## src/rtl/mmio_ctrl.sv

```systemverilog
// mmio_ctrl: splits processor accesses between data memory and an I/O page of LED, switch, button and seven-segment registers
module mmio_ctrl #(
  parameter int DEBOUNCE_CYCLES = 4,
  parameter int SCAN_DIV = 4
) (
  input  logic        clk,
  input  logic        reset,
  input  logic        memwrite,
  input  logic [31:0] dataadr,
  input  logic [31:0] writedata,
  input  logic [31:0] memreaddata,
  output logic [31:0] readdata,
  output logic        dmemwrite,
  input  logic [15:0] sw,
  input  logic        btn,
  output logic [15:0] led,
  output logic [7:0]  an,
  output logic [6:0]  seg
);
  localparam int DW = (DEBOUNCE_CYCLES > 1) ? $clog2(DEBOUNCE_CYCLES) : 1;
  localparam int PW = (SCAN_DIV > 1) ? $clog2(SCAN_DIV) : 1;
  logic          io_sel, io_we, deb_done, w1c;
  logic [5:0]    off;
  logic [31:0]   io_rd, seg_reg;
  logic [15:0]   sw_m, sw_s;
  logic          btn_m, btn_s, btn_stable, btn_flag;
  logic [DW-1:0] cnt;
  logic [PW-1:0] pre;
  logic [2:0]    idx;
  logic [3:0]    digit;
  logic [6:0]    hex;
  logic          unused_adr;
  assign unused_adr = &dataadr[1:0];
  assign io_sel = dataadr[31:8] == 24'hFFFFFF;
  assign off = dataadr[7:2];
  assign io_we = memwrite & io_sel;
  assign dmemwrite = memwrite & ~io_sel;
  assign readdata = io_sel ? io_rd : memreaddata;
  assign deb_done = (btn_s != btn_stable) && (cnt == DW'(DEBOUNCE_CYCLES - 1));
  assign w1c = io_we && off == 6'd2 && writedata[0];
  assign digit = seg_reg[{idx, 2'b00} +: 4];
  // I/O read mux; unmapped offsets read as zero
  always_comb begin
    io_rd = off == 6'd0 ? {16'b0, led} :
            off == 6'd1 ? {16'b0, sw_s} :
            off == 6'd2 ? {30'b0, btn_stable, btn_flag} :
            off == 6'd3 ? seg_reg : 32'b0;
  end
  // writable I/O registers
  always_ff @(posedge clk) begin
    if (reset) begin
      led <= '0;
      seg_reg <= '0;
    end else begin
      if (io_we && off == 6'd0) led <= writedata[15:0];
      if (io_we && off == 6'd3) seg_reg <= writedata;
    end
  end
  // two-flop synchronizers for the asynchronous board inputs
  always_ff @(posedge clk) begin
    if (reset) begin
      sw_m <= '0;
      sw_s <= '0;
      btn_m <= 1'b0;
      btn_s <= 1'b0;
    end else begin
      sw_m <= sw;
      sw_s <= sw_m;
      btn_m <= btn;
      btn_s <= btn_m;
    end
  end
  // debounce: accept a new level only after it holds long enough; a new press beats a same-cycle clear
  always_ff @(posedge clk) begin
    if (reset) begin
      cnt <= '0;
      btn_stable <= 1'b0;
      btn_flag <= 1'b0;
    end else begin
      cnt <= (btn_s == btn_stable || deb_done) ? '0 : cnt + 1'b1;
      if (deb_done) btn_stable <= btn_s;
      btn_flag <= (deb_done & btn_s) | (btn_flag & ~w1c);
    end
  end
  // active-low hex to seven-segment decode of the selected digit
  always_comb begin
    hex = 7'b1111111;
    case (digit)
      4'h0: hex = 7'b1000000;
      4'h1: hex = 7'b1111001;
      4'h2: hex = 7'b0100100;
      4'h3: hex = 7'b0110000;
      4'h4: hex = 7'b0011001;
      4'h5: hex = 7'b0010010;
      4'h6: hex = 7'b0000010;
      4'h7: hex = 7'b1111000;
      4'h8: hex = 7'b0000000;
      4'h9: hex = 7'b0010000;
      4'hA: hex = 7'b0001000;
      4'hB: hex = 7'b0000011;
      4'hC: hex = 7'b1000110;
      4'hD: hex = 7'b0100001;
      4'hE: hex = 7'b0000110;
      default: hex = 7'b0001110;
    endcase
  end
  // digit scanner: prescaler steps the index, drive outputs registered one cycle behind it
  always_ff @(posedge clk) begin
    if (reset) begin
      pre <= '0;
      idx <= '0;
      an <= 8'hFE;
      seg <= 7'b1000000;
    end else begin
      pre <= (pre == PW'(SCAN_DIV - 1)) ? '0 : pre + 1'b1;
      if (pre == PW'(SCAN_DIV - 1)) idx <= idx + 3'd1;
      an <= ~(8'b1 << idx);
      seg <= hex;
    end
  end
endmodule

```

## config.mk

```make
export PLATFORM = sky130hd
export DESIGN_NAME = mmio_ctrl
export DESIGN_NICKNAME = d
export VERILOG_FILES = /design/src/rtl/mmio_ctrl.sv
export SDC_FILE = /design/constraint.sdc
export NUM_CORES = 1
export LEC_CHECK = 0
export ABC_AREA = 1
export CORE_UTILIZATION = 35
export DETAILED_ROUTE_END_ITERATION = 10
export GPL_TIMING_DRIVEN = 1
export PLACE_DENSITY = 0.73
export SYNTH_ARGS = -nofsm -noshare
export SYNTH_HDL_FRONTEND = slang
export SYNTH_SLANG_ARGS = --single-unit
```

## constraint.sdc

```tcl
create_clock -name clk -period 2.1 [get_ports clk]
set_input_delay 0.315 -clock clk [delete_from_list [all_inputs] [get_ports clk]]
set_output_delay 0.315 -clock clk [all_outputs]
set_load 0.005 [all_outputs]
```

# --- After elaboration in Yosys (flattened, before gate mapping) ---
# Memory sizes are Yosys's and may differ from the RTL's. A register that Yosys moved wholly into a read port is not among the register bits.
# Cells that the tools add are included.
totals:
  mem_bits_ro: 112
  word_cells: 48
  n_memories: 1
  regBits: 99
  input_bits: 116
classes:
  eq_ne: 8
  n_addsub: 3
  n_shift: 2
  mux: 5
  bitwise_logic: 8
  reduce_logical: 9
memory_table:
  columns: ["memory", "words", "word_bits", "read_ports", "rd_clocked_by_memory_dff", "write_ports", "line", "text"]
  rows:
  - ["(no name shown)", 16, 7, 1, 1, 0, "88", "case (digit)"]
op_table:
  columns: ["cell", "count"]
  rows:
  - ["$mux 32", 5]
  - ["$shiftx 32x6->4", 1]
  - ["$eq 24x24->1 const B", 1]
  - ["$eq 6x2->1 const B", 2]
  - ["$not 8->8", 1]
  - ["$shl 1x3->8 const A", 1]
  - ["$eq 6x1->1 const B", 1]
  - ["$logic_not 6->1", 1]
  - ["$logic_and 1x1->1", 5]
  - ["$add 2x1->2 const B", 2]
  - ["$and 1x1->1", 4]
  - ["$eq 2x2->1 const B", 2]
  - ["$reduce_or 2->1", 2]
  - ["$add 3x1->3 const B", 1]
  - ["$not 1->1", 2]
  - ["$eq 1x1->1", 1]
  - ["$logic_or 1x1->1", 1]
  - ["$ne 1x1->1", 1]
  - ["$or 1x1->1", 1]

# --- Depth between registers and ports, before layout ---
# Gate-level depths: netlist (run 1).
logic_depth:
  word_depth: 7
  ltp_mapped: 12

# --- Least setup slack after synthesis (run 1) ---
# No wires, ideal clock.
synth_timing:
  path_type: "flip-flop to flip-flop"
  startpoint: "register idx[0]"
  endpoint: "register seg[5]"
  path_stages_with_launch: 12
  period_less_slack_ns: 1.702
  path_slack_ns: 0.398
  arrival_ns: 1.570
  n_path_buf: 1
  setup_ns: 0.132
  cell_sequence: "dfxtp_1 -> buf_4 -> nand2_1 -> nand3_1 -> nand2_1 -> o21ai_1 -> inv_1 -> ha_1 -> nand3_1 -> nand2_1 -> nand2_1 -> a21oi_1"
synth_via:
  elab_chain_cells: 1
synth_lines:
  columns: ["item", "line", "text"]
  rows:
  - ["start, declared", "29", "logic [2:0] idx;"]
  - ["start signal, assigned", "116", "if (pre == PW'(SCAN_DIV - 1)) idx <= idx + 3'd1;"]
  - ["$shiftx 32x6->4", "41", "assign digit = seg_reg[{idx, 2'b00} +: 4];"]
  - ["end, declared", "18", "output logic [6:0] seg"]
# No other way between the ends.
# A chain may end at the register's enable or synchronous reset.

# --- Worst setup path after layout (run 1) ---
layout_timing:
  startpoint: "input dataadr[6]"
  endpoint: "output readdata[12]"
layout_via:
  elab_chain_cells: 6
layout_lines:
  columns: ["item", "line", "text"]
  rows:
  - ["start, declared", "9", "input logic [31:0] dataadr,"]
  - ["$eq 6x2->1", "47", "off == 6'd3 ? seg_reg : 32'b0;"]
  - ["$mux 32", "47", null]
  - ["$mux 32", "46", "off == 6'd2 ? {30'b0, btn_stable, btn_flag} :"]
  - ["$mux 32", "45", "off == 6'd1 ? {16'b0, sw_s} :"]
  - ["$mux 32 (*)", "44", "io_rd = off == 6'd0 ? {16'b0, led} :"]
  - ["$mux 32 (*)", "38", "assign readdata = io_sel ? io_rd : memreaddata;"]
  - ["end, declared", "12", "output logic [31:0] readdata,"]
# Mark *: on every way between the ends. The rest lies on a longest branch, timed or not.

==> impl_results.md, run 1 <==
- FFs w/ async S/R, synth: 0%
- Hold Slack: 0.398 ns
- Total grt overflow: 0
- Layout cells sized above 1: around 16%
- Largest family of logic cells by synthesized area: simple AND/OR/NAND/NOR gates
- Critical path's most frequent cell: nor2_2
- Mean Syn Cell Area: about 6.6 um^2
- Slew of the pin with the lowest slew margin: 0.504 ns
- Drt drc: 0
- Critical path class: primary input to primary output
- Slowest CP cell: and2_4
- Simple-Gate Fraction of Synth Area: 35.7%
- Final nets: 1116
- Mux contribution to synthesized area: 0%
- CTS tree: yes
- First-pass GRT wire length: approximately 24000 um
- Clock Skew: 0.00517 ns
- Top Layer Used: met4
- Row Count: 43
- Power Density: between 500 and 600 nW/um^2
- CP cell instances: clkdlybuf4s15_1 -> nor2_2 -> and2_4 -> nand2_4 -> nor2_4 -> clkinv_4 -> buf_12 -> buf_4 -> nor2_2 -> o21ai_4 -> nand2_1 -> buf_2
- Routed length per instance: between 10 and 15 um
- Die Wd: ~120 um
- CTS Sinks: 106
- Initial antenna violation count: 0
- Post-Syn Instances: just under 800
- Class of the worst hold path: primary input to flop
- Mapped cell area: between 5000 and 6000 um^2
- Post-synth cell types: 29
- Number of max-cap violations: 0
- Synth warnings: 0
- Yosys top cell by area: dfxtp_1
- Ant diodes: 0
- TritonCTS Buffers: 9
- Setup TNS: 0 ns
- Post-synth EDFFs: 0
- Relative slew slack: roughly 66%
- Top FF cell, synth: dfxtp_1
- RSZ-0062 raised after global routing: yes
- Finished Cell Area: ~7700 um^2
- Skew-Pair Late Insertion Delay: ~0.34 ns
- Top post-synthesis cells by area: dfxtp_1, nand2_1, nor2_1, inv_1, nand3_1
- Clk root buf: clkbuf_16
- Metal2 WL: approximately 7500 um
- Worst-path fanout max: 7
- Via density: ~4.6
- Peak Freq: between 400 and 500 MHz
- Dpl hpwl: approximately 11000 um
- Largest net degree at the start of global routing: 47
- Outcome: finished clean
- Yosys reg bits: approximately 110
- Fin crit share: a little over nine tenths
- Fill count: 1363
- Complex-gate fraction of the synthesized area: 7.93%
- Router iterations before antenna repair: 4
- Buffers added on ports: 177
- XOR/XNOR Fraction of Synth Area: less than 1%
- Crit path launch type: primary input
- Final hold vios: 0
- Peak VDD IR: roughly 360 uV
- CTS max path bufs: 2
- Met3 wire len: 1240 um
- Setup ws final: approximately 0.068 ns
- DR vias: about 5.4k
- Setup crit end kind: primary output
- CP delay by family, top: simple AND/OR/NAND/NOR gates
- CP max stage delay: about 0.18 ns
- Syn nets: approximately 910
- Req. time, crit path: 1.78 ns
- Cell Area, Placed: 7270 um^2
- Aggregate global-route resource usage: roughly 20%
- Finish-stage setup viols: 0
- Total Wirelength: ~16000 um
- Reg clk slew, reported paths: 0.07 ns
- Pins over their slew limit: 0
- Io pins: 180
- Synth-to-layout area growth: 50.3%
- Sequential Area: about 2100 um^2
- First DRT Iteration DRCs: between 200 and 300
- Vias in the first global route: approximately 4.9k
- LEAKAGE: 3.83 nW
- Register area share after synthesis: between 40% and 50%
- Max reg flops: 39
- CTS Hold Bufs: 0
- H-tree Lvls: 3
- Pre-CTS setup slack: -0.573 ns
- Synth top area share: 41.2%
- Final GP Congestion: 0.812
- Routed metal-1 wirelength: between 6000 and 7000 um
- Synth top cells by count: nand2_1, nor2_1, dfxtp_1
- Post-detailed-route count of antenna-violating nets: 0
- Core Area: roughly 14000 um^2
- Worst EP arrival: roughly 1.7 ns
- Multi-input logic area: about 2600 um^2
- Starting Density: a little over a third
- Post-Synth Adder-Cell Area: ~3.4%
- Die Ht: 123 um
- Full die area: approximately 15000 um^2
- Most frequent cell after synthesis: nand2_1
- Tmin final: a little over 2 ns
- Final Util: between 50% and 60%
- CP Buf/Inv Count: 5
-- path summary, 6_finish.rpt --
| path | from | to | slack, ns | cells after the start |
|---|---|---|---|---|
| max reg2reg | idx[0]$_SDFFE_PP0P_ | seg[5]$_SDFF_PP0_ | 0.19 | 11 |
| min reg2reg | sw_m[14]$_SDFF_PP0_ | sw_s[14]$_SDFF_PP0_ | 0.40 | 2 |
| max | dataadr[6] | readdata[12] | 0.07 | 12 |
| min | reset | seg_reg[28]$_SDFFE_PP0P_ | 0.40 | 4 |
-- power breakdown --
| group | internal [mW] | leakage [nW] | switching [mW] |
|---|---|---|---|
| clock | 0.812 | 0.126 | 0.760 |
| sequential | 2.07 | 0.863 | 0.0248 |
| combinational | 0.342 | 2.85 | 0.284 |
-- routing by layer --
metal	vias to the layer above	global-route usage (%)
li1	2793	-
met4	0	5.35
met5	-	0
met1	2415	25.8
met2	166	35.5
met3	15	3.97
-- per-stage QoR --
step | instances | power [mW]
global placement | 1132 | 2.78
floorplan | 783 | 2.39
CTS | 1168 | 4.32
detailed placement | 1132 | 2.78
finish | 1170 | 4.29
global route | 1170 | 4.47
-- placed cells by master, fill, tap and decap left out, drive strengths merged, types with 5 or more instances in the layout --
| cell type | n |
|---|---|
| clkdlybuf4s50 | 113 |
| nand3 | 48 |
| inv | 106 |
| buf | 75 |
| nor2 | 165 |
| o31ai | 16 |
| clkdlybuf4s15 | 5 |
| a21oi | 15 |
| dlygate4sd2 | 17 |
| clkbuf | 27 |
| ha | 14 |
| nand2 | 222 |
| o21ai | 40 |
| dfxtp | 106 |
| nand4 | 7 |
-- logic make-up after synthesis --
group / Yosys count
flip-flops: 106
adder cells (fa/ha/maj): 14
AO/OA/AOI/OAI: 73
buffers and inverters: 142
XOR/XNOR: 2
AND/OR/NAND/NOR: 446
-- repair_timing --
item	in CTS	in global routing
pin swaps	20	16
resized for setup	166	53
buffers inserted	16	3
gates cloned	5	0
endpoints found under the setup margin	33	30
-- layout make-up --
| class | count | area share (%) |
|---|---|---|
| Clock inverter | 6 | 0.663 |
| Tap cell | 180 | 2.91 |
| Clock buffer | 9 | 2.91 |
| Timing Repair inverter | 1 | 0.113 |
| Multi-Input combinational cell | 535 | 33.1 |
| Sequential cell | 106 | 27.4 |
| Timing Repair Buffer | 229 | 27.5 |
| Inverter | 104 | 5.32 |
-- worst reg2reg max path: stages (launching register included) --
cell	delay, ns
dfxtp_1	0.34
inv_2	0.23
nand2_1	0.09
nand3_1	0.08
nand2_1	0.07
o21ai_2	0.26
inv_1	0.16
ha_1	0.23
nand3_1	0.13
nand2_1	0.07
nand2_1	0.05
a21oi_1	0.07
No activity file was read; power rests on OpenSTA's default activity.
==> run 2: changes to the inputs <==
--- a/config.mk
+++ b/config.mk
@@ -6,6 +6,7 @@
 export NUM_CORES = 1
 export LEC_CHECK = 0
 export ABC_AREA = 1
+export CAP_MARGIN = 20
 export CORE_UTILIZATION = 35
 export DETAILED_ROUTE_END_ITERATION = 10
 export GPL_TIMING_DRIVEN = 1
==> constraint.sdc (replaced) <==
create_clock -name clk -period 2.46 [get_ports clk]
set_input_delay 0.369 -clock clk [delete_from_list [all_inputs] [get_ports clk]]
set_output_delay 0.369 -clock clk [all_outputs]
set_load 0.005 [all_outputs]
==> run 2 against run 1 <==
Against the previous run:
- the flow now finishes with violations (setup timing)
- global-route usage shrank 0.61 points
- routed wire length shrank 0.69%
- total power shrank 12%
- flip-flop and latch count is the same
- first-iteration DRC count shrank 5.7%
- clock power shrank 8%
- critical endpoint is now readdata[26]
- largest cell class unchanged
- highest routed layer unchanged
==> impl_results.md, run 2 (synthesis results as in run 1) <==
- Outcome: finished with violations
- Violated checks: setup timing
- Final GP Congestion: 0.849 (+4.5%)
- Peak Freq: between 400 and 500 MHz
- Fin crit share: 100%
- CTS Sinks: 106 (unchanged)
- H-tree Lvls: 3 (unchanged)
- Die Ht: 123 um (unchanged)
- Commonest cells after routing, fill and taps aside: nand2_1, nor2_1, clkdlybuf4s50_1
- Core Area: 14100 um^2 (unchanged)
- Pre-CTS setup slack: -0.297 ns (+0.277 ns)
- Ant diodes: 0 (unchanged)
- Layout cells sized above 1: 11.5% (-4.3 points)
- Final hold vios: 0 (unchanged)
- Placed insts: 1130 (-0.18%)
- Full die area: 15200 um^2 (unchanged)
- Buffers added on ports: 177 (unchanged)
- Multi-input logic area: 2560 um^2 (+0.15%)
- Slew of the pin with the lowest slew margin: 0.732 ns (+0.228 ns)
- Reg clk slew, reported paths: 0.07 ns (about the same)
- Peak VDD IR: 414 uV (+14%)
- Largest net degree at the start of global routing: 65 (+38%)
- Critical path's most frequent cell: buf_12
- Final nets: 1109 (-0.63%)
- Cell Area, Placed: 7260 um^2 (about the same)
- CP max stage delay: 0.42 ns (+0.24 ns)
- Final Util: 56.6% (+1.8 points)
- Pins over their slew limit: 0 (unchanged)
- Worst EP arrival: 2.09 ns (+0.37 ns)
- CTS tree: yes
- Sequential Area: 2120 um^2 (unchanged)
- Class of the worst hold path: flop to flop
- CTS max path bufs: 2 (unchanged)
- Synth-to-layout area growth: 55.1%
- Via density: 4.57 (-0.73%)
- PnR Total Power: 3.79 mW (-12%)
- Fill count: 1299 (-4.7%)
- Relative slew slack: 51.2% (-15 points)
- Tmin final: 2.46 ns
- Critical path class: primary input to primary output
- Total grt overflow: 0 (unchanged)
- Skew-Pair Late Insertion Delay: 0.35 ns (about the same)
- Total Wirelength: 15500 um (-0.69%)
- Initial antenna violation count: 0 (unchanged)
- DR vias: 5322 (-1.2%)
- Setup crit end kind: primary output
- Req. time, crit path: 2.09 ns (+0.31 ns)
- Drt drc: 0 (unchanged)
- Commonest non-fill, non-tap cell in the layout: nand2_1
- CP cell instances: clkdlybuf4s50_1 -> nor2_2 -> nand4_1 -> buf_12 -> buf_12 -> o31ai_1 -> dlygate4sd2_1
- Router iterations before antenna repair: 4 (unchanged)
- RSZ-0062 raised after global routing: yes
- Dpl hpwl: 10900 um (-1.3%)
- Die Wd: 123 um (unchanged)
- Crit path launch type: primary input
- Aggregate global-route resource usage: 19.8% (-0.61 points)
- First-pass GRT wire length: 23200 um (-3.5%)
- Max reg flops: 39 (unchanged)
- LEAKAGE: 4.01 nW (+4.5%)
- Post-detailed-route count of antenna-violating nets: 0 (unchanged)
- Finish-stage setup viols: 1 (+1)
- Finished Cell Area: 7980 um^2 (+3.2%)
- Row Count: 43 (unchanged)
- Slowest CP cell: clkdlybuf4s50_1
- First DRT Iteration DRCs: 250 (-5.7%)
- Clk root buf: clkbuf_16
- Setup TNS: -0.000579 ns (-0.000579 ns)
- Io pins: 180 (unchanged)
- Number of max-cap violations: 0 (unchanged)
- Starting Density: 36.5% (unchanged)
- Setup ws final: -0.000579 ns (-0.0689 ns)
- Worst-path fanout max: 16 (+9)
- Power Density: 475 nW/um^2 (-14%)
- Vias in the first global route: 4890 (+0.12%)
- TritonCTS Buffers: 9 (unchanged)
- Hold Slack: 0.399 ns (+0.000168 ns)
- Routed length per instance: 13.3 um (-0.18%)
- Clock Skew: 0.00914 ns (+0.00397 ns)
- Post-Layout Cell Count: 1164 (-0.51%)
- CTS Hold Bufs: 0 (unchanged)
==> run 2: cell count changes in the layout (fill, tap and decap cells not counted), moves of 3 or more <==
cell	previous run	this run
buf_2	25	2
buf_4	33	25
clkbuf_16	9	13
clkbuf_2	18	4
clkdlybuf4s50_1	113	130
dlymetal6s2s_1	0	23
nand2_1	218	215
nand2_2	2	6
o21ai_1	13	17
==> run 2: worst max-delay path: cells and delay by family <==
kind	cells	cell delay, ns
AO/OA/AOI/OAI	1	0.26
AND/OR/NAND/NOR	2	0.37
buffers and inverters	4	1.09
==> run 2: worst paths after layout <==
kind	startpoint	end	slack [ns]	cells past startpoint
worst max-delay path	dataadr[6]	readdata[26]	-0.0006	7
worst max register to register	idx[1]$_SDFFE_PP0P_	seg[5]$_SDFF_PP0_	0.33	10
worst min-delay path	sw_m[13]$_SDFF_PP0_	sw_s[13]$_SDFF_PP0_	0.40	2
worst min register to register	sw_m[13]$_SDFF_PP0_	sw_s[13]$_SDFF_PP0_	0.40	2
==> run 2: metal layers <==
layer	global-route usage, %	routed length (um)	vias to the layer above
li1	-	-	2775
met1	25.0	6780	2351
met2	33.3	7190	172
met3	4.61	1260	24
met4	6.40	290	0
met5	0	0	-
==> run 2: repair_timing <==
action,4_1_cts,5_1_grt
resized for setup,42,65
buffers inserted,1,13
gates cloned,2,4
pin swaps,5,17
endpoints found under the setup margin,33,30
==> run 2: where the power goes <==
group          switching, mW  internal (mW)
registers             0.0168           1.76
clock network          0.650          0.801
logic                  0.245          0.316
==> run 2: area by class of cell <==
class | count | share of cell area (%)
clock buffer | 10 | 2.87
clock inverter | 6 | 0.909
inverter | 104 | 4.98
multi-input combinational | 535 | 32.1
sequential | 106 | 26.6
tap | 180 | 2.82
timing repair buffer | 223 | 29.7
